[config.mk]
export PLATFORM = sky130hd
export DESIGN_NAME = cp0_debug_unit_flat
export DESIGN_NICKNAME = d
export VERILOG_FILES = /design/src/rtl/cp0_debug_if.sv /design/src/rtl/cp0_debug_unit.sv /design/src/flat_wrapper.sv
export SDC_FILE = /design/constraint.sdc
export NUM_CORES = 1
export LEC_CHECK = 0
export ABC_CLOCK_PERIOD_IN_PS = 1600
export BUFFER_PORTS_ARGS = -buffer_cell sky130_fd_sc_hd__buf_4
export CAP_MARGIN = 25
export CORE_ASPECT_RATIO = 2
export CORE_MARGIN = 4
export CORE_UTILIZATION = 54
export CTS_CLUSTER_DIAMETER = 150
export DETAILED_ROUTE_END_ITERATION = 8
export PLACE_DENSITY = 0.77
export SKIP_LAST_GASP = 1
export SLEW_MARGIN = 20
export SYNTH_ARGS = -nofsm -noshare
export SYNTH_HDL_FRONTEND = slang
export SYNTH_SLANG_ARGS = --single-unit
[constraint.sdc]
create_clock -name clk -period 1.6 [get_ports clk]
set_clock_uncertainty 0.2 [all_clocks]
set_input_delay 0.24 -clock clk [delete_from_list [all_inputs] [get_ports clk]]
set_output_delay 0.24 -clock clk [all_outputs]
set_load 0.03 [all_outputs]
[src/rtl/cp0_debug_if.sv]
// CP0 debug unit bus: register access port, memory-stage snoop and trap handshake.
// master = pipeline/CP0 side driving the unit, slave = the debug unit itself.
interface cp0_debug_if #(
    parameter int unsigned IDX_W = 1
);
    logic             wr_en;
    logic [4:0]       wr_sel;
    logic [IDX_W-1:0] wr_idx;
    logic [31:0]      wr_data;
    logic [4:0]       rd_sel;
    logic [IDX_W-1:0] rd_idx;
    logic [31:0]      rd_data;
    logic             mem_valid;
    logic             mem_stall;
    logic [31:0]      mem_pc;
    logic [31:0]      mem_addr;
    logic             mem_load;
    logic             mem_store;
    logic             kernel_mode;
    logic             trap_req;
    logic             trap_ack;
    logic [IDX_W-1:0] trap_ch;

    modport master (
        output wr_en, wr_sel, wr_idx, wr_data, rd_sel, rd_idx,
        output mem_valid, mem_stall, mem_pc, mem_addr, mem_load, mem_store, kernel_mode,
        output trap_ack,
        input  rd_data, trap_req, trap_ch
    );

    modport slave (
        input  wr_en, wr_sel, wr_idx, wr_data, rd_sel, rd_idx,
        input  mem_valid, mem_stall, mem_pc, mem_addr, mem_load, mem_store, kernel_mode,
        input  trap_ack,
        output rd_data, trap_req, trap_ch
    );
endinterface

[src/rtl/cp0_debug_unit.sv]
// CP0 hardware breakpoint unit: per-channel PC/data-address comparators, sticky hit
// status in DCIC, a two-state trap request FSM and a registered read port.
// Optional per-channel saturating hit counters at sel 16 when CP0_DEBUG_HITCNT_EN is defined.
module cp0_debug_unit #(
    parameter int unsigned NUM_CH = 2,
    parameter int unsigned CNT_W  = 16
) (
    input logic        clk,
    input logic        rst_n,
    cp0_debug_if.slave bus
);
    localparam int unsigned IDX_W = (NUM_CH > 1) ? $clog2(NUM_CH) : 1;

    localparam logic [4:0] SelBpc    = 5'd3;
    localparam logic [4:0] SelBda    = 5'd5;
    localparam logic [4:0] SelDcic   = 5'd7;
    localparam logic [4:0] SelBdam   = 5'd9;
    localparam logic [4:0] SelBpcm   = 5'd11;
    localparam logic [4:0] SelHitcnt = 5'd16;

    // Implemented DCIC control bits; bit 28 and [22:8] are reserved.
    localparam logic [31:0] CtrlMask   = 32'hEF80_0000;
    localparam logic [7:0]  StatusMask = 8'((1 << NUM_CH) - 1);

    typedef enum logic [0:0] {StIdle, StPend} state_e;

    logic [31:0]      bpc_q  [NUM_CH];
    logic [31:0]      bpcm_q [NUM_CH];
    logic [31:0]      bda_q  [NUM_CH];
    logic [31:0]      bdam_q [NUM_CH];
    logic [31:0]      ctrl_q, ctrl_d;
    logic [7:0]       status_q, status_d;
    logic [31:0]      rd_data_q, rd_data_d;
    state_e           state_q, state_d;
    logic [IDX_W-1:0] trap_ch_q, trap_ch_d;
    logic [NUM_CH-1:0] hit;
    logic [IDX_W-1:0] first_ch;
    logic             qual;
    logic             wr_idx_ok;
    logic             rd_idx_ok;
    logic             dcic_wr;

    assign wr_idx_ok = 32'(bus.wr_idx) < NUM_CH;
    assign rd_idx_ok = 32'(bus.rd_idx) < NUM_CH;
    assign dcic_wr   = bus.wr_en && (bus.wr_sel == SelDcic);

    // Breakpoint match against pre-write register values; also find lowest hitting channel.
    always_comb begin
        hit      = '0;
        first_ch = '0;
        qual = bus.mem_valid && !bus.mem_stall && ctrl_q[23] &&
               (bus.kernel_mode ? ctrl_q[30] : ctrl_q[29]);
        for (int i = 0; i < int'(NUM_CH); i++) begin
            hit[i] = (qual && ctrl_q[24] &&
                      (((bus.mem_pc ^ bpc_q[i]) & bpcm_q[i]) == 32'd0)) ||
                     (qual && ctrl_q[25] &&
                      ((bus.mem_load && ctrl_q[26]) || (bus.mem_store && ctrl_q[27])) &&
                      (((bus.mem_addr ^ bda_q[i]) & bdam_q[i]) == 32'd0));
        end
        for (int i = int'(NUM_CH) - 1; i >= 0; i--) begin
            if (hit[i]) first_ch = IDX_W'(i);
        end
    end

    // Per-channel breakpoint registers written by MTC0.
    always_ff @(posedge clk or negedge rst_n) begin
        if (!rst_n) begin
            for (int i = 0; i < int'(NUM_CH); i++) begin
                bpc_q[i]  <= '0;
                bpcm_q[i] <= '0;
                bda_q[i]  <= '0;
                bdam_q[i] <= '0;
            end
        end else if (bus.wr_en && wr_idx_ok) begin
            case (bus.wr_sel)
                SelBpc:  bpc_q[bus.wr_idx]  <= bus.wr_data;
                SelBpcm: bpcm_q[bus.wr_idx] <= bus.wr_data;
                SelBda:  bda_q[bus.wr_idx]  <= bus.wr_data;
                SelBdam: bdam_q[bus.wr_idx] <= bus.wr_data;
                default: ;
            endcase
        end
    end

    // DCIC next state: a hit setting a status bit overrides a same-cycle W1C.
    always_comb begin
        ctrl_d   = ctrl_q;
        status_d = status_q;
        if (dcic_wr) begin
            ctrl_d   = bus.wr_data & CtrlMask;
            status_d = status_q & ~bus.wr_data[7:0];
        end
        status_d = (status_d | 8'(hit)) & StatusMask;
    end

    // DCIC state register.
    always_ff @(posedge clk or negedge rst_n) begin
        if (!rst_n) begin
            ctrl_q   <= '0;
            status_q <= '0;
        end else begin
            ctrl_q   <= ctrl_d;
            status_q <= status_d;
        end
    end

`ifdef CP0_DEBUG_HITCNT_EN
    logic [CNT_W-1:0] cnt_q [NUM_CH];

    // Saturating hit counters; a write to sel 16 clears the addressed counter.
    always_ff @(posedge clk or negedge rst_n) begin
        if (!rst_n) begin
            for (int i = 0; i < int'(NUM_CH); i++) cnt_q[i] <= '0;
        end else begin
            for (int i = 0; i < int'(NUM_CH); i++) begin
                if (bus.wr_en && (bus.wr_sel == SelHitcnt) && wr_idx_ok &&
                    (bus.wr_idx == IDX_W'(i))) begin
                    cnt_q[i] <= '0;
                end else if (hit[i] && (cnt_q[i] != '1)) begin
                    cnt_q[i] <= cnt_q[i] + CNT_W'(1);
                end
            end
        end
    end
`endif

    // Read mux over current state; captured into rd_data on the next edge.
    always_comb begin
        rd_data_d = '0;
        case (bus.rd_sel)
            SelBpc:    if (rd_idx_ok) rd_data_d = bpc_q[bus.rd_idx];
            SelBpcm:   if (rd_idx_ok) rd_data_d = bpcm_q[bus.rd_idx];
            SelBda:    if (rd_idx_ok) rd_data_d = bda_q[bus.rd_idx];
            SelBdam:   if (rd_idx_ok) rd_data_d = bdam_q[bus.rd_idx];
            SelDcic:   rd_data_d = ctrl_q | {24'd0, status_q};
`ifdef CP0_DEBUG_HITCNT_EN
            SelHitcnt: if (rd_idx_ok) rd_data_d = 32'(cnt_q[bus.rd_idx]);
`endif
            default:   rd_data_d = '0;
        endcase
    end

    // Registered read data.
    always_ff @(posedge clk or negedge rst_n) begin
        if (!rst_n) rd_data_q <= '0;
        else        rd_data_q <= rd_data_d;
    end

    // Trap FSM next state: arm on a hit with trap enable, channel frozen while pending.
    always_comb begin
        state_d   = state_q;
        trap_ch_d = trap_ch_q;
        unique case (state_q)
            StIdle: begin
                if ((|hit) && ctrl_q[31]) begin
                    state_d   = StPend;
                    trap_ch_d = first_ch;
                end
            end
            StPend: begin
                if (bus.trap_ack) state_d = StIdle;
            end
            default: state_d = StIdle;
        endcase
    end

    // Trap FSM state register.
    always_ff @(posedge clk or negedge rst_n) begin
        if (!rst_n) begin
            state_q   <= StIdle;
            trap_ch_q <= '0;
        end else begin
            state_q   <= state_d;
            trap_ch_q <= trap_ch_d;
        end
    end

    assign bus.trap_req = (state_q == StPend);
    assign bus.trap_ch  = trap_ch_q;
    assign bus.rd_data  = rd_data_q;
endmodule

[src/flat_wrapper.sv]
// flat-port wrapper written by rule: the top's interface ports become plain ports
module cp0_debug_unit_flat 
#(
    parameter int unsigned NUM_CH = 2,
    parameter int unsigned CNT_W  = 16
)
  (clk, rst_n, bus_wr_en, bus_wr_sel, bus_wr_idx, bus_wr_data, bus_rd_sel, bus_rd_idx, bus_mem_valid, bus_mem_stall, bus_mem_pc, bus_mem_addr, bus_mem_load, bus_mem_store, bus_kernel_mode, bus_trap_ack, bus_rd_data, bus_trap_req, bus_trap_ch);
  cp0_debug_if #(.IDX_W((1))) bus_i ();
  input logic clk;
  input logic rst_n;
  input wire logic [$bits(bus_i.wr_en)-1:0] bus_wr_en;
  input wire logic [$bits(bus_i.wr_sel)-1:0] bus_wr_sel;
  input wire logic [$bits(bus_i.wr_idx)-1:0] bus_wr_idx;
  input wire logic [$bits(bus_i.wr_data)-1:0] bus_wr_data;
  input wire logic [$bits(bus_i.rd_sel)-1:0] bus_rd_sel;
  input wire logic [$bits(bus_i.rd_idx)-1:0] bus_rd_idx;
  input wire logic [$bits(bus_i.mem_valid)-1:0] bus_mem_valid;
  input wire logic [$bits(bus_i.mem_stall)-1:0] bus_mem_stall;
  input wire logic [$bits(bus_i.mem_pc)-1:0] bus_mem_pc;
  input wire logic [$bits(bus_i.mem_addr)-1:0] bus_mem_addr;
  input wire logic [$bits(bus_i.mem_load)-1:0] bus_mem_load;
  input wire logic [$bits(bus_i.mem_store)-1:0] bus_mem_store;
  input wire logic [$bits(bus_i.kernel_mode)-1:0] bus_kernel_mode;
  input wire logic [$bits(bus_i.trap_ack)-1:0] bus_trap_ack;
  output wire logic [$bits(bus_i.rd_data)-1:0] bus_rd_data;
  output wire logic [$bits(bus_i.trap_req)-1:0] bus_trap_req;
  output wire logic [$bits(bus_i.trap_ch)-1:0] bus_trap_ch;
  assign bus_i.wr_en = bus_wr_en;
  assign bus_i.wr_sel = bus_wr_sel;
  assign bus_i.wr_idx = bus_wr_idx;
  assign bus_i.wr_data = bus_wr_data;
  assign bus_i.rd_sel = bus_rd_sel;
  assign bus_i.rd_idx = bus_rd_idx;
  assign bus_i.mem_valid = bus_mem_valid;
  assign bus_i.mem_stall = bus_mem_stall;
  assign bus_i.mem_pc = bus_mem_pc;
  assign bus_i.mem_addr = bus_mem_addr;
  assign bus_i.mem_load = bus_mem_load;
  assign bus_i.mem_store = bus_mem_store;
  assign bus_i.kernel_mode = bus_kernel_mode;
  assign bus_i.trap_ack = bus_trap_ack;
  assign bus_rd_data = bus_i.rd_data;
  assign bus_trap_req = bus_i.trap_req;
  assign bus_trap_ch = bus_i.trap_ch;
  cp0_debug_unit #(.NUM_CH(NUM_CH), .CNT_W(CNT_W)) u_core (.clk(clk), .rst_n(rst_n), .bus(bus_i));
endmodule
# Yosys cells after proc, flatten, opt, wreduce, memory -nomap -nowiden
# Index checks and enable logic that the tools add are counted.
# W data, S select, Z words.
[totals] elab_cells=96 output_inout_bits=34 regBits=300
[op_classes] eq_ne=10 n_mux=26 magnitude_cmp=3 n_bitwise=15 n_reduce_logical=29
[op_table] operator="$mux W32" count=13
[op_table] operator="$bwmux W64" count=4
[op_table] operator="$pmux W32 S5" count=1
[op_table] operator="$and A32 B32 Y32" count=4
[op_table] operator="$logic_not A32 Y1" count=4
[op_table] operator="$xor A32 B32 Y32" count=4
[op_table] operator="$demux W32 S1" count=1
[op_table] operator="$or A32 B2 Y32" count=1
[op_table] operator="$eq A5 B3 Y1 const B" count=4
[op_table] operator="$eq A5 B4 Y1 const B" count=4
[op_table] operator="$logic_and A1 B1 Y1" count=15
[op_table] operator="$eq A5 B2 Y1 const B" count=2
[op_table] operator="$reduce_and A2 Y1" count=5
[op_table] operator="$mux W1" count=5
[op_table] operator="$ge A2 B2 Y1 const B" count=2
[op_table] operator="$not A1 Y2" count=2
[op_table] operator="$logic_or A1 B1 Y1" count=3
[op_table] operator="$and A2 B2 Y2" count=1
[op_table] operator="$lt A2 B1 Y1 const B" count=1
[op_table] operator="$mux W2" count=1
[op_table] operator="$not A2 Y2" count=1
[op_table] operator="$or A2 B2 Y2" count=1
[op_table] operator="$pmux W1 S2" count=1
[op_table] operator="$reduce_or A2 Y1" count=1
[op_table] operator="2 further kinds" count=2

# Logic depth before layout (Yosys ltp)
# Gate-level depths: netlist of run 1.
[depth] depth_word=12 ltp_mapped=7 depth_no_buf=7

# Worst setup path before layout of run 1
# Ideal clock, no wire load.
[synth_path] path_kind="input-to-reg" startpoint="input port bus_wr_sel[4]" endpoint="register u_core.bdam_q[54] in the netlist's numbering" path_slack_ns=-0.160 required_ns=1.275 path_stages=6 arrival_ns=1.435 cell_sequence="inv_1 nand3b_4 or3_4 nor2_8 buf_8 mux2_2"
[synth_between] elab_chain_len=2
[synth_rtl] element="from (decl)" line_no="flat_wrapper.sv:12" rtl="input wire logic [$bits(bus_i.wr_sel)-1:0] bus_wr_sel;"
[synth_rtl] element="$eq A5 B4 Y1" line_no="cp0_debug_unit.sv:75" rtl="case (bus.wr_sel)"
[synth_rtl] element="$reduce_and A2 Y1 (no source line)"
[synth_rtl] element="to (signal, indexed assignment)" line_no="cp0_debug_unit.sv:79" rtl="SelBdam: bdam_q[bus.wr_idx] <= bus.wr_data;"
[synth_rtl] element="to (decl)" line_no="cp0_debug_unit.sv:30" rtl="logic [31:0] bdam_q [NUM_CH];"
# No other way between the ends.
# A chain may end at the register's enable or synchronous reset.

# Worst setup path in the final report of run 1
[layout_path] startpoint="register u_core.bda_q[63] in the netlist's numbering" endpoint="register u_core.state_q (netlist: u_core.bus.trap_req)"
[layout_between] elab_chain_len=9
[layout_rtl] element="from (decl)" line_no="cp0_debug_unit.sv:29" rtl="logic [31:0] bda_q [NUM_CH];"
[layout_rtl] element="from (signal, indexed assignment)" line_no="cp0_debug_unit.sv:78" rtl="SelBda: bda_q[bus.wr_idx] <= bus.wr_data;"
[layout_rtl] element="$xor A32 B32 Y32" line_no="cp0_debug_unit.sv:58" rtl="(((bus.mem_addr ^ bda_q[i]) & bdam_q[i]) == 32'd0));"
[layout_rtl] element="$and A32 B32 Y32" line_no="cp0_debug_unit.sv:58"
[layout_rtl] element="$logic_not A32 Y1" line_no="cp0_debug_unit.sv:58"
[layout_rtl] element="$logic_and A1 B1 Y1" line_no="cp0_debug_unit.sv:57" rtl="((bus.mem_load && ctrl_q[26]) || (bus.mem_store && ctrl_q[27])) &&"
[layout_rtl] element="$logic_or A1 B1 Y1" line_no="cp0_debug_unit.sv:55" rtl="(((bus.mem_pc ^ bpc_q[i]) & bpcm_q[i]) == 32'd0)) ||"
[layout_rtl] element="$reduce_or A2 Y1" line_no="cp0_debug_unit.sv:155" rtl="if ((|hit) && ctrl_q[31]) begin"
[layout_rtl] element="$logic_and A1 B1 Y1" line_no="cp0_debug_unit.sv:155"
[layout_rtl] element="$mux W1" line_no="cp0_debug_unit.sv:155"
[layout_rtl] element="$pmux W1 S2" line_no="cp0_debug_unit.sv:153" rtl="unique case (state_q)"
[layout_rtl] element="net u_core.state_d" line_no="cp0_debug_unit.sv:34" rtl="state_e state_q, state_d;"
[layout_rtl] element="to (signal assigned)" line_no="cp0_debug_unit.sv:170" rtl="state_q <= StIdle;"
[layout_rtl] element="to (signal assigned)" line_no="cp0_debug_unit.sv:173" rtl="state_q <= state_d;"
[layout_rtl] element="to (decl)" line_no="cp0_debug_unit.sv:34"
# The timed path passes the listed nets, and every way through them passes these cells.

==> results.md, run 1 <==
- For the worst-skew pair, the clock arrives at the later sink with an insertion delay of 0.55 ns.
- During synthesis, Yosys emitted a total of 0 warnings.
- The portion of synthesized cell area occupied by the leading cell type is 50.96%.
- The run finished, with violations left.
- The detailed router placed 11.41k vias in this run.
- TritonCTS built the clock tree.
- The required time at the endpoint of the critical path is 1.87 ns.
- Power spread over the standard cell area amounts to 1054 mW/mm^2.
- The width of the die is 124.8 microns.
- After synthesis the cells add up to 0.01473 sq mm.
- The largest individual stage delay along the critical path comes from the cell dfrtp_1.
- For this run, asynchronously set or reset flops after synthesis account for 100.0%.
- The count of standard-cell rows is 85.
- The growth of design area from synthesis to finish is 36.58%.
- For this run, the register share of the synthesized area comes to 50.96%.
- The worst hold slack across all endpoints is 0.02923 ns.
- The upper clock frequency limit is 483.0 MHz.
- The maximum cell stage delay along the critical path is 0.40 ns.
- Dividing the detail-routed wire length by the instance count gives 26.48 microns.
- The pin slew with the least headroom to its limit is 0.4786 ns.
- The count of flip-flops with a built-in enable after synthesis is 0.
- The initial core utilization is 54.75%.
- After synthesis the netlist holds a flip-flop and latch count of 300.
- The share of layout cells above drive strength 1 is 55.02%.
- Setup slack on the critical path of the routed design comes to -0.4703 ns.
- In this run the worst hold path is classified as in -> reg.
- In this run the count of I/O pins placed on the die edge is 151.
- The worst register-to-register path begins at u_core.bda_q[63].
- The number of sinks handled by clock tree synthesis is 300.
- The H-tree depth is 1.
- When the netlist entered floorplanning its net count stood at 1170.
- The clock root buffer is clkbuf_16.
- The final reports fail on setup timing.
- Entering global routing, the biggest net connects 54 pins.
- Input and output buffers added on the ports amount to 150.
- In the synthesized netlist, the cells that appear most often are dfrtp_1 (300), mux2_2 (250), xor2_1 (128).
- The most frequently used cell type in the post-synthesis netlist is dfrtp_1.
- The peak supply drop is 1027 uV.
- The count of nets left with antenna violations once routing finished came out at 0.
- The placed instance count is 1785.
- The first global-routing pass estimated 75.18 mm of wire.
- In this run the static leakage power is 10.08 nW.
- The number of detailed-routing iterations run before antenna repair is 5.
- The critical path goes through xor2_1 -> a22oi_1 -> buf_4 -> nand4_1 -> nor4_4 -> a32oi_4 -> a21o_1 -> o21ai_1.
- The overall die height is 241.6 microns.
- The worst path uses 129.4% of the clock period.
- Wires add up to 49.59 mm.
- The die footprint is 0.03015 sq mm.
- Global routing used 32.78% of the available tracks.
- The filler cell count is 1675.
- The completed layout was analyzed and its total power is 21.20 mW.
- The number of global-route vias before repair is 12.72k.
- In this run the most critical hold path is launched from bus_rd_sel[2].
- The number of different library cells in the post-synthesis netlist is 46.
- Counting every instance in the synthesized netlist gives 1053.
- After detailed routing, the number of remaining DRC violations is 0.
- For this block, the initial DRC count from the detailed router was 1008.
- The worst setup path is captured at a flop.
- The clock-pin slew on the worst setup and hold paths is 0.07 ns.
- Of all nets on the critical path, the largest fanout is 3.
- The total CTS buffers is 27.
- By area the synthesized netlist is led by dfrtp_1 (51%), mux2_2 (19%), xor2_1 (7.6%).
- The startpoint of the most critical setup path is u_core.bda_q[63].
- The type of the setup path with the least slack is reg -> reg.
- Setup repair after global routing could not meet its margin everywhere.
- Routability-driven placement finished with a final weighted congestion of 0.9909.
- The estimated wirelength of the detail-placed design is 35.24 mm.
- Headroom to the max-slew limit came out at 67.99%.
- Of all cell types, the one taking the most synthesized area is dfrtp_1.
- The number of hold-slack violations in the final timing report is 0.
- The category of the worst setup path launch point is a flop.
- The max-cap violation count is 0.
- The initial antenna violation count was 0.
- The predominant post-synthesis flop cell is dfrtp_1.
- The final global-route overflow total is 0.
- The minimum clock period after layout is 2.070 ns.
- The signal arrival time at the worst endpoint is 2.34 ns.
- Dividing the detail-routed via count by the number of cells gives 6.093.
- The total count of max-transition violations in the final report is 0.
- Leaving out filler cells and counting taps, the final layout contains 1873.
- The layout net count is 1623.
- The average size of a mapped cell is 13.99 sq um.
- The placed instance area is 0.01849 sq mm.
- The longest clock path from root to sink contains 3 buffers.
- The number of endpoints failing setup at the final stage is 10.
- The final non-filler cell area is 0.02012 sq mm.
- The total core area is 0.02691 sq mm.
- 0 antenna diodes ended up in the layout.
==> worst max-delay path: cells and delay by family, from the launching register on <==
family | cells | cell delay (ns)
AOI/OAI and AO/OA | 4 | 0.55
and+or+nand+nor | 2 | 0.50
DFF | 1 | 0.40
buffers and inverters | 1 | 0.17
xor gates and xnor gates | 1 | 0.16
==> final timing paths <==
path | to | slack, ns | depth (start not counted)
worst max-delay path | u_core.bus.trap_req | -0.47 | 8
max in group asynchronous | u_core.bda_q[13] | 0.09 | 4
worst min-delay path | u_core.bus.rd_data[24] | 0.03 | 4
worst min register to register | u_core.status_q[1] | 0.31 | 2
min in group asynchronous | u_core.bus.rd_data[2] | 0.49 | 3
worst max register to register | u_core.bus.trap_req | -0.47 | 8
==> placed cells by master, fill, tap and decap left out, types with 12 or more instances in the layout <==
| master | n |
|---|---|
| buf_4 | 406 |
| dfrtp_1 | 297 |
| mux2_2 | 250 |
| xor2_1 | 123 |
| mux2i_1 | 65 |
| a22oi_1 | 47 |
| nand2_1 | 38 |
| dlygate4sd3_1 | 35 |
| mux4_2 | 32 |
| clkbuf_16 | 27 |
| buf_12 | 25 |
| mux2_1 | 14 |
| a22oi_2 | 13 |
| o221ai_2 | 13 |
| nand4_1 | 12 |
==> stage by stage <==
| stage | utilization, % | setup slack, ns | setup TNS (ns) |
|---|---|---|---|
| 2_1_floorplan | - | -0.1341 | -10.28 |
| 6_report | 74.78 | -0.4703 | -1.809 |
| 3_5_place_dp | 68.71 | -0.5415 | -74.14 |
| 3_3_place_gp | 68.71 | -0.4956 | -67.58 |
| 4_1_cts | 74.12 | -0.3875 | -1.437 |
| 5_1_grt | 74.78 | -0.5388 | -2.100 |
==> metal layers <==
metal  vias up  global-route usage [%]  wire length, microns
met1      5835                   35.46                 16540
met2       567                   57.05                 25490
met5         -                       0                     0
li1       4830                       -                     -
met3       180                   5.146                  3195
met4         0                   24.69                  4360
==> registers in the layout, indices dropped and copies added (netlist names) <==
| signal | count |
|---|---|
| u_core.bda_q | 64 |
| u_core.bdam_q | 64 |
| u_core.bpc_q | 64 |
| u_core.bpcm_q | 64 |
| u_core.bus.rd_data | 32 |
| u_core.ctrl_q | 8 |
| u_core.status_q | 2 |
| u_core.bus.trap_ch | 1 |
| u_core.bus.trap_req | 1 |
==> cell type report <==
| class | instances | area [sq um] | area share (%) |
|---|---|---|---|
| flip-flops and latches | 300 | 7511 | 37.33 |
| inverters | 3 | 11.26 | 0.05596 |
| well taps | 348 | 435.4 | 2.164 |
| multi-input cells | 697 | 7244 | 36.00 |
| clock inverters | 12 | 143.9 | 0.7151 |
| repair buffers | 477 | 4026 | 20.01 |
| clock buffers | 36 | 749.5 | 3.725 |
==> logic make-up after synthesis <==
group / share of synthesized area [%]
multiplexers: 29.49
flip-flops: 50.96
XOR/XNOR: 7.609
AO/OA/AOI/OAI: 6.276
AND/OR/NAND/NOR: 3.321
buffers and inverters: 2.352
==> where the power goes <==
group,switching [mW],internal [mW]
combinational,2.31,2.85
clock,2.91,3.78
sequential,0.830,8.52
==> repair_timing <==
action,CTS,global route
pin swaps,18,13
hold buffers,35,0
cloned,0,0
setup buffers,6,5
endpoints found under the hold margin,567,0
resized for setup,43,32
endpoints found under the setup margin,20,23
Power figures use the tool's default switching activity.
==> inputs of run 2 (changes only) <==
--- a/config.mk
+++ b/config.mk
@@ -13,9 +13,8 @@
 export CORE_UTILIZATION = 54
 export CTS_CLUSTER_DIAMETER = 150
 export DETAILED_ROUTE_END_ITERATION = 8
-export PLACE_DENSITY = 0.77
+export PLACE_DENSITY = 0.83
 export SKIP_LAST_GASP = 1
-export SLEW_MARGIN = 20
 export SYNTH_ARGS = -nofsm -noshare
 export SYNTH_HDL_FRONTEND = slang
 export SYNTH_SLANG_ARGS = --single-unit
==> constraint.sdc (replaced) <==
create_clock -name clk -period 1.6 [get_ports clk]
set_clock_uncertainty 0.2 [all_clocks]
set_input_delay 0.08 -clock clk [delete_from_list [all_inputs] [get_ports clk]]
set_output_delay 0.08 -clock clk [all_outputs]
set_load 0.03 [all_outputs]
==> results.md, run 2 (synthesized netlist as in run 1, its figures left out) <==
- The run finished, with violations left.
- The final reports fail on setup timing.
- The number of diodes added for antenna fixing came to 0 (unchanged).
- The final weighted congestion in routability-driven placement was 0.9416 (-5.0%).
- The worst slew margin relative to its limit came to 48.44% (-20 points).
- Setup repair after global routing could not meet its margin everywhere.
- The cell count along the critical path is 7 (-1).
- The overall die height is 241.6 microns (unchanged).
- The layout net count is 1622 (-0.062%).
- The clock root buffer is clkbuf_16.
- The number of sinks handled by clock tree synthesis is 300 (unchanged).
- The power after layout is 21.78 mW (+2.7%).
- The number of vias per cell after detailed routing is 6.360 (+4.4%).
- The upper clock frequency limit is 432.1 MHz (-11%).
- The count of standard-cell rows is 85 (unchanged).
- The total count of max-transition violations in the final report came to 0 (unchanged).
- The number of port buffers is 150 (unchanged).
- The detailed router's first-iteration violation count is 1133 (+12%).
- The type of the setup path with the least slack is reg -> reg.
- The depth of the most critical reg-to-reg path is 7 (-1).
- The I/O pin total is 151 (unchanged).
- The pin slew with the least headroom to its limit was 0.7734 ns (+0.2949 ns).
- The routed length per placed instance is 28.67 microns (+8.3%).
- The total power density per cell area came to 1074 mW/mm^2 (+2.0%).
- The peak supply drop was 1130 uV (+10%).
- The maximum root-to-sink buffer count was 3 (unchanged).
- The worst slack after detailed placement is -0.5465 ns (-0.005090 ns).
- The share of the cycle needed by the critical path after routing is 144.6% (+15 points).
- The worst reg-to-reg setup slack came to -0.71 ns (-0.24 ns).
- The die footprint is 0.03015 sq mm (unchanged).
- The number of global-route vias before repair came to 12.98k (+2.0%).
- The final non-filler cell area came to 0.02028 sq mm (+0.78%).
- The initial core utilization was 54.75% (unchanged).
- The placed instance count was 1773 (-0.67%).
- The total core area is 0.02691 sq mm (unchanged).
- Leaving out fill and tap cells, the most frequent cell in the layout is buf_4.
- The sum of negative setup slack is -3.023 ns (-1.214 ns).
- The number of hold-slack violations in the final timing report is 0 (unchanged).
- The filler-free cell count of the finished design is 1873 (unchanged).
- The estimated wirelength of the detail-placed design is 36.68 mm (+4.1%).
- The family of cells with the greatest summed delay on the critical path is compound AO/OA/AOI/OAI gates.
- The final global-route overflow total is 0 (unchanged).
- The number of endpoints failing setup at the final stage was 29 (+19).
- The clock latency of the later-clocked register in the worst-skew pair was 0.55 ns (about the same).
- The signal arrival time at the worst endpoint came to 2.60 ns (+0.26 ns).
- Leaving out fill and tap cells, the most frequent cells in the layout are buf_4 (399), dfrtp_1 (297), mux2_2 (250), xor2_1 (122), mux2i_1 (65).
- STA classifies the critical path startpoint as a flop.
- The filler cell count came to 1547 (-7.6%).
- The H-tree depth was 1 (unchanged).
- The worst hold slack across all endpoints is 0.03109 ns (+0.001867 ns).
- The critical path goes through xor2_1 -> a22oi_1 -> nand4_1 -> nor4_2 -> a32oi_2 -> a21o_1 -> o21ai_1.
- From synthesis to final layout, the design area changed by 37.65%.
- The clock-pin slew on the worst setup and hold paths is 0.07 ns (about the same).
- The pin count of the biggest net entering global routing was 47 (-13%).
- The cell leakage power came to 10.14 nW (+0.59%).
- The global-route wire length before repair is 78.45 mm (+4.4%).
- The minimum clock period after layout is 2.314 ns (+0.2440 ns).
- The cell count of the worst hold path is 5 (+1).
- TritonCTS built the clock tree.
- The core utilization of the finished layout is 75.37% (+0.59 points).
- The placed instance area was 0.01842 sq mm (-0.35%).
- The initial antenna violation count is 0 (unchanged).
- The overall routed net length is 53.71 mm (+8.3%).
- The largest individual stage delay along the critical path comes from the cell a22oi_1.
- In this run the worst hold path is classified as in -> reg.
- The final critical-path setup slack is -0.7143 ns (-0.2440 ns).
- The maximum fanout along the worst path was 3 (unchanged).
- The total CTS buffers is 26 (-3.7%).
- The required time at the endpoint of the critical path is 1.88 ns (about the same).
- The number of nets with antenna violations after routing is 0 (unchanged).
- The share of layout cells above drive strength 1 is 54.62% (-0.39 points).
- The maximum cell stage delay along the critical path is 0.64 ns (+0.24 ns).
- The number of detailed-routing iterations run before antenna repair is 5 (unchanged).
- The total global-route track usage was 34.33% (+1.6 points).
- The width of the die came to 124.8 microns (unchanged).
- The number of remaining DRC errors is 0 (unchanged).
- STA classifies the critical path endpoint as a flop.
- The via count was 11.91k (+4.4%).
- The max-cap violation count came to 0 (unchanged).
- The worst path buffer plus inverter count came to 0 (-1).
## run 2: cell count changes in the layout (fill, tap and decap cells not counted), sizes merged
cell / before / now
clkbuf: 36 / 40
inv: 4 / 3
buf: 442 / 429
clkinv: 7 / 4
bufinv: 3 / 6
dlymetal6s4s: 0 / 1
dlygate4sd3: 35 / 44
## run 2: where the power goes
| part | internal [mW] | switching, mW |
|---|---|---|
| clock network | 4.29 | 2.92 |
| logic | 2.78 | 2.38 |
| registers | 8.51 | 0.903 |
| total | 15.6 | 6.20 |
## run 2: what timing repair did
item                                    CTS  global route
cloned                                    0             3
endpoints found under the hold margin   597             1
gates resized for setup                  41            31
pin swaps                                17            13
buffers inserted                          7             3
endpoints found under the setup margin   18            58
hold buffers                             44             1
## run 2: final cells by class
| type | count | area [sq um] | share of cell area (%) |
|---|---|---|---|
| Sequential cell | 300 | 7511 | 37.04 |
| Timing Repair Buffer | 477 | 4093 | 20.18 |
| Inverter | 3 | 11.26 | 0.05553 |
| Clock buffer | 37 | 763.2 | 3.764 |
| Tap cell | 348 | 435.4 | 2.147 |
| Clock inverter | 11 | 207.7 | 1.024 |
| Multi-Input combinational cell | 697 | 7258 | 35.79 |
## run 2: final timing paths
check / start / to
min reg2reg: u_core.status_q[0] / u_core.status_q[0]
max in group asynchronous: rst_n / u_core.bpc_q[57]
max: u_core.bda_q[44] / u_core.bus.trap_req
max reg2reg: u_core.bda_q[44] / u_core.bus.trap_req
min: bus_rd_idx / u_core.bus.rd_data[25]
min in group asynchronous: rst_n / u_core.bpc_q[51]
## run 2: layer usage
layer  vias to the layer above  routed length [microns]  track usage (%)
met5                         -                        0           0.4902
met2                       807                    27020            59.33
met3                       304                     3897            5.367
li1                       4815                        -                -
met4                         0                     5614            27.86
met1                      5987                    17180            36.60
## run 2: worst reg2reg max path, cell delays in order, from the launching register on
cell	delay, ns
dfrtp_1	0.41
xor2_1	0.18
a22oi_1	0.64
nand4_1	0.21
nor4_2	0.22
a32oi_2	0.12
a21o_1	0.20
o21ai_1	0.07
==> inputs of run 3 (changes only) <==
--- a/config.mk
+++ b/config.mk
@@ -14,7 +14,6 @@
 export CTS_CLUSTER_DIAMETER = 150
 export DETAILED_ROUTE_END_ITERATION = 8
 export PLACE_DENSITY = 0.83
-export SKIP_LAST_GASP = 1
 export SYNTH_ARGS = -nofsm -noshare
 export SYNTH_HDL_FRONTEND = slang
 export SYNTH_SLANG_ARGS = --single-unit
==> results.md, run 3 (synthesized netlist as in run 1, its figures left out) <==
- The run finished, with violations left.
- The final reports fail on setup timing.
- The most critical setup path has its startpoint at u_core.bda_q[44].
- The count of standard-cell rows came to 85 (unchanged).
- The final non-filler cell area is 0.02031 sq mm (+0.15%).
- The net switching share of the total power is 28.52% (+0.052 points).
- The required time at the endpoint of the critical path is 1.88 ns (about the same).
- The minimum clock period after layout is 2.259 ns (-0.05493 ns).
- The width of the die is 124.8 microns (unchanged).
- The most common cell after layout, fill and taps aside is buf_4.
- The share of the cycle needed by the critical path after routing came to 141.2% (-3.4 points).
- The maximum fanout along the worst path came to 3 (unchanged).
- The core utilization of the finished layout is 75.48% (+0.12 points).
- Signal routing reaches up to met4.
- The sum of negative setup slack was -2.402 ns (+0.6213 ns).
- The max-cap violation count came to 0 (unchanged).
- The placed instance area is 0.01842 sq mm (unchanged).
- The worst reg-to-reg setup slack is -0.66 ns (+0.05 ns).
- The clock latency of the later-clocked register in the worst-skew pair is 0.55 ns (about the same).
- The worst slack after detailed placement is -0.5465 ns (unchanged).
- The peak supply drop is 1134 uV (+0.30%).
- The type of the setup path with the least slack is reg -> reg.
- The placed instance count is 1773 (unchanged).
- The final critical-path setup slack is -0.6593 ns (+0.05494 ns).
- The number of port buffers is 150 (unchanged).
- The total CTS buffers is 26 (unchanged).
- The depth of the most critical reg-to-reg path was 7 (unchanged).
- The share of layout cells above drive strength 1 is 54.75% (+0.13 points).
- The number of sinks handled by clock tree synthesis is 300 (unchanged).
- The end point of the critical path is u_core.bus.trap_req.
- The TritonCTS clock tree is built.
- The signal arrival time at the worst endpoint is 2.54 ns (-0.06 ns).
- The overall die height was 241.6 microns (unchanged).
- The total power density per cell area came to 1074 mW/mm^2 (about the same).
- The estimated wirelength of the detail-placed design came to 36.68 mm (unchanged).
- The top cell types in the final layout, fill and taps aside, are buf_4 (392), dfrtp_1 (297), mux2_2 (250), xor2_1 (122), mux2i_1 (65).
- The global-route wire length before repair is 78.45 mm (unchanged).
- The total count of max-transition violations in the final report is 0 (unchanged).
- The number of hold-slack violations in the final timing report came to 0 (unchanged).
- The total global-route track usage is 34.33% (unchanged).
- The cell leakage power is 10.15 nW (about the same).
- The worst slew margin relative to its limit is 50.62% (+2.2 points).
- The upper clock frequency limit came to 442.6 MHz (+2.4%).
- The final weighted congestion in routability-driven placement is 0.9416 (unchanged).
- The maximum root-to-sink buffer count came to 3 (unchanged).
- The clock network fraction of design power is 33.1% (about the same).
- The pin slew with the least headroom to its limit is 0.7407 ns (-0.03275 ns).
- The fraction of power consumed by sequential logic is 43.1% (about the same).
- The number of endpoints failing setup at the final stage is 12 (-59%).
- The clock root buffer is clkbuf_16.
- The number of nets with antenna violations after routing is 0 (unchanged).
- The share of total power in combinational logic came to 23.7% (about the same).
- The number of global-route vias before repair is 12.98k (unchanged).
- In this run the worst hold path is classified as in -> reg.
- The number of detailed-routing iterations run before antenna repair came to 5 (unchanged).
- The cell-internal power is 15.59 mW (about the same).
- The number of vias per cell after detailed routing is 6.310 (-0.79%).
- The routed length per placed instance was 28.69 microns (about the same).
- The met3 layer wire length in the routed design is 3.646 mm (-6.4%).
- From synthesis to final layout, the design area changed by 37.86%.
- The H-tree depth is 1 (unchanged).
- The die footprint is 0.03015 sq mm (unchanged).
- Setup repair after global routing could not meet its margin everywhere.
- The via count is 11.82k (-0.79%).
- The initial core utilization is 54.75% (unchanged).
- The reg-to-reg critical path endpoint is u_core.bus.trap_req.
- The number of diodes added for antenna fixing was 0 (unchanged).
- The wire length on met1 is 17.36 mm (+1.1%).
- The initial antenna violation count was 0 (unchanged).
- The total core area was 0.02691 sq mm (unchanged).
- The pin count of the biggest net entering global routing is 47 (unchanged).
- The detailed router's first-iteration violation count is 1273 (+12%).
- The beginning of the worst register-to-register path is u_core.bda_q[44].
- The filler-free cell count of the finished design was 1873 (unchanged).
- The net switching power is 6.222 mW (+0.33%).
- The routed wire length on met2 is 27.24 mm (+0.82%).
- The final global-route overflow total was 0 (unchanged).
- The number of remaining DRC errors came to 0 (unchanged).
- The clock-pin slew on the worst setup and hold paths is 0.07 ns (about the same).
- The I/O pin total came to 151 (unchanged).
- The category of the worst setup path launch point is a flop.
- STA classifies the critical path endpoint as a flop.
- The layout net count is 1622 (unchanged).
- The overall routed net length is 53.75 mm (about the same).
## run 3: cell counts in the layout (fill, tap and decap cells not counted)
Identical to the previous run, type by type.
## run 3: metal layers
metal,GRT usage [%],vias up
li1,-,4819
met1,36.60,5986
met2,59.33,729
met3,5.367,285
met4,27.86,0
met5,0.4902,-
## run 3: how the worst min path moves through the flow
stage                              to  depth (start not counted)  slack [ns]        from
2_1_floorplan         u_core.bda_q[0]                          0       -0.42       rst_n
3_5_place_dp   u_core.bus.rd_data[15]                          1       -0.18       rst_n
6_report       u_core.bus.rd_data[25]                          5        0.01  bus_rd_idx
4_1_cts        u_core.bus.rd_data[25]                          5       0.005  bus_rd_idx
5_1_grt        u_core.bus.rd_data[25]                          5        0.06  bus_rd_idx
3_3_place_gp   u_core.bus.rd_data[15]                          1       -0.18       rst_n
## run 3: power by group through the flow
stage          logic, mW  clock network (mW)  registers (mW)
2_1_floorplan       2.05                   0            9.25
3_3_place_gp        4.55                   0            9.36
3_5_place_dp        4.68                   0            9.43
4_1_cts             4.94                7.23            9.33
5_1_grt             5.42                7.54            9.44
6_report            5.18                7.23            9.41
## run 3: timing repair
| item | CTS | global route |
|---|---|---|
| cloned | 0 | 3 |
| endpoints found under the setup margin | 18 | 58 |
| pin swaps | 17 | 13 |
| hold buffers | 44 | 1 |
| resized for setup | 41 | 40 |
| buffers inserted | 7 | 3 |
| hold endpoints to repair | 597 | 1 |
## run 3: per-stage QoR
| step | power (mW) | hold slack (ns) |
|---|---|---|
| 2_1_floorplan | 11.29 | -0.4156 |
| 3_3_place_gp | 13.91 | -0.1834 |
| 3_5_place_dp | 14.10 | -0.1816 |
| 4_1_cts | 21.50 | 0.005424 |
| 5_1_grt | 22.40 | 0.05840 |
| 6_report | 21.81 | 0.01125 |
## run 3: area by class of cell
cell class	instances	area (sq um)
multi-input combinational	697	7263
clock buffer	37	763.2
clock inverter	11	207.7
tap	348	435.4
sequential	300	7511
timing repair buffer	477	4119
inverter	3	11.26
fill	1554	6596
## run 3: worst max-delay path: stages (launching register included)
cell and delay [ns]:
dfrtp_1 0.40, xor2_1 0.18, a22oi_1 0.61, nand4_1 0.20, nor4_2 0.21, a32oi_2 0.12
a21o_1 0.20, o21ai_1 0.07
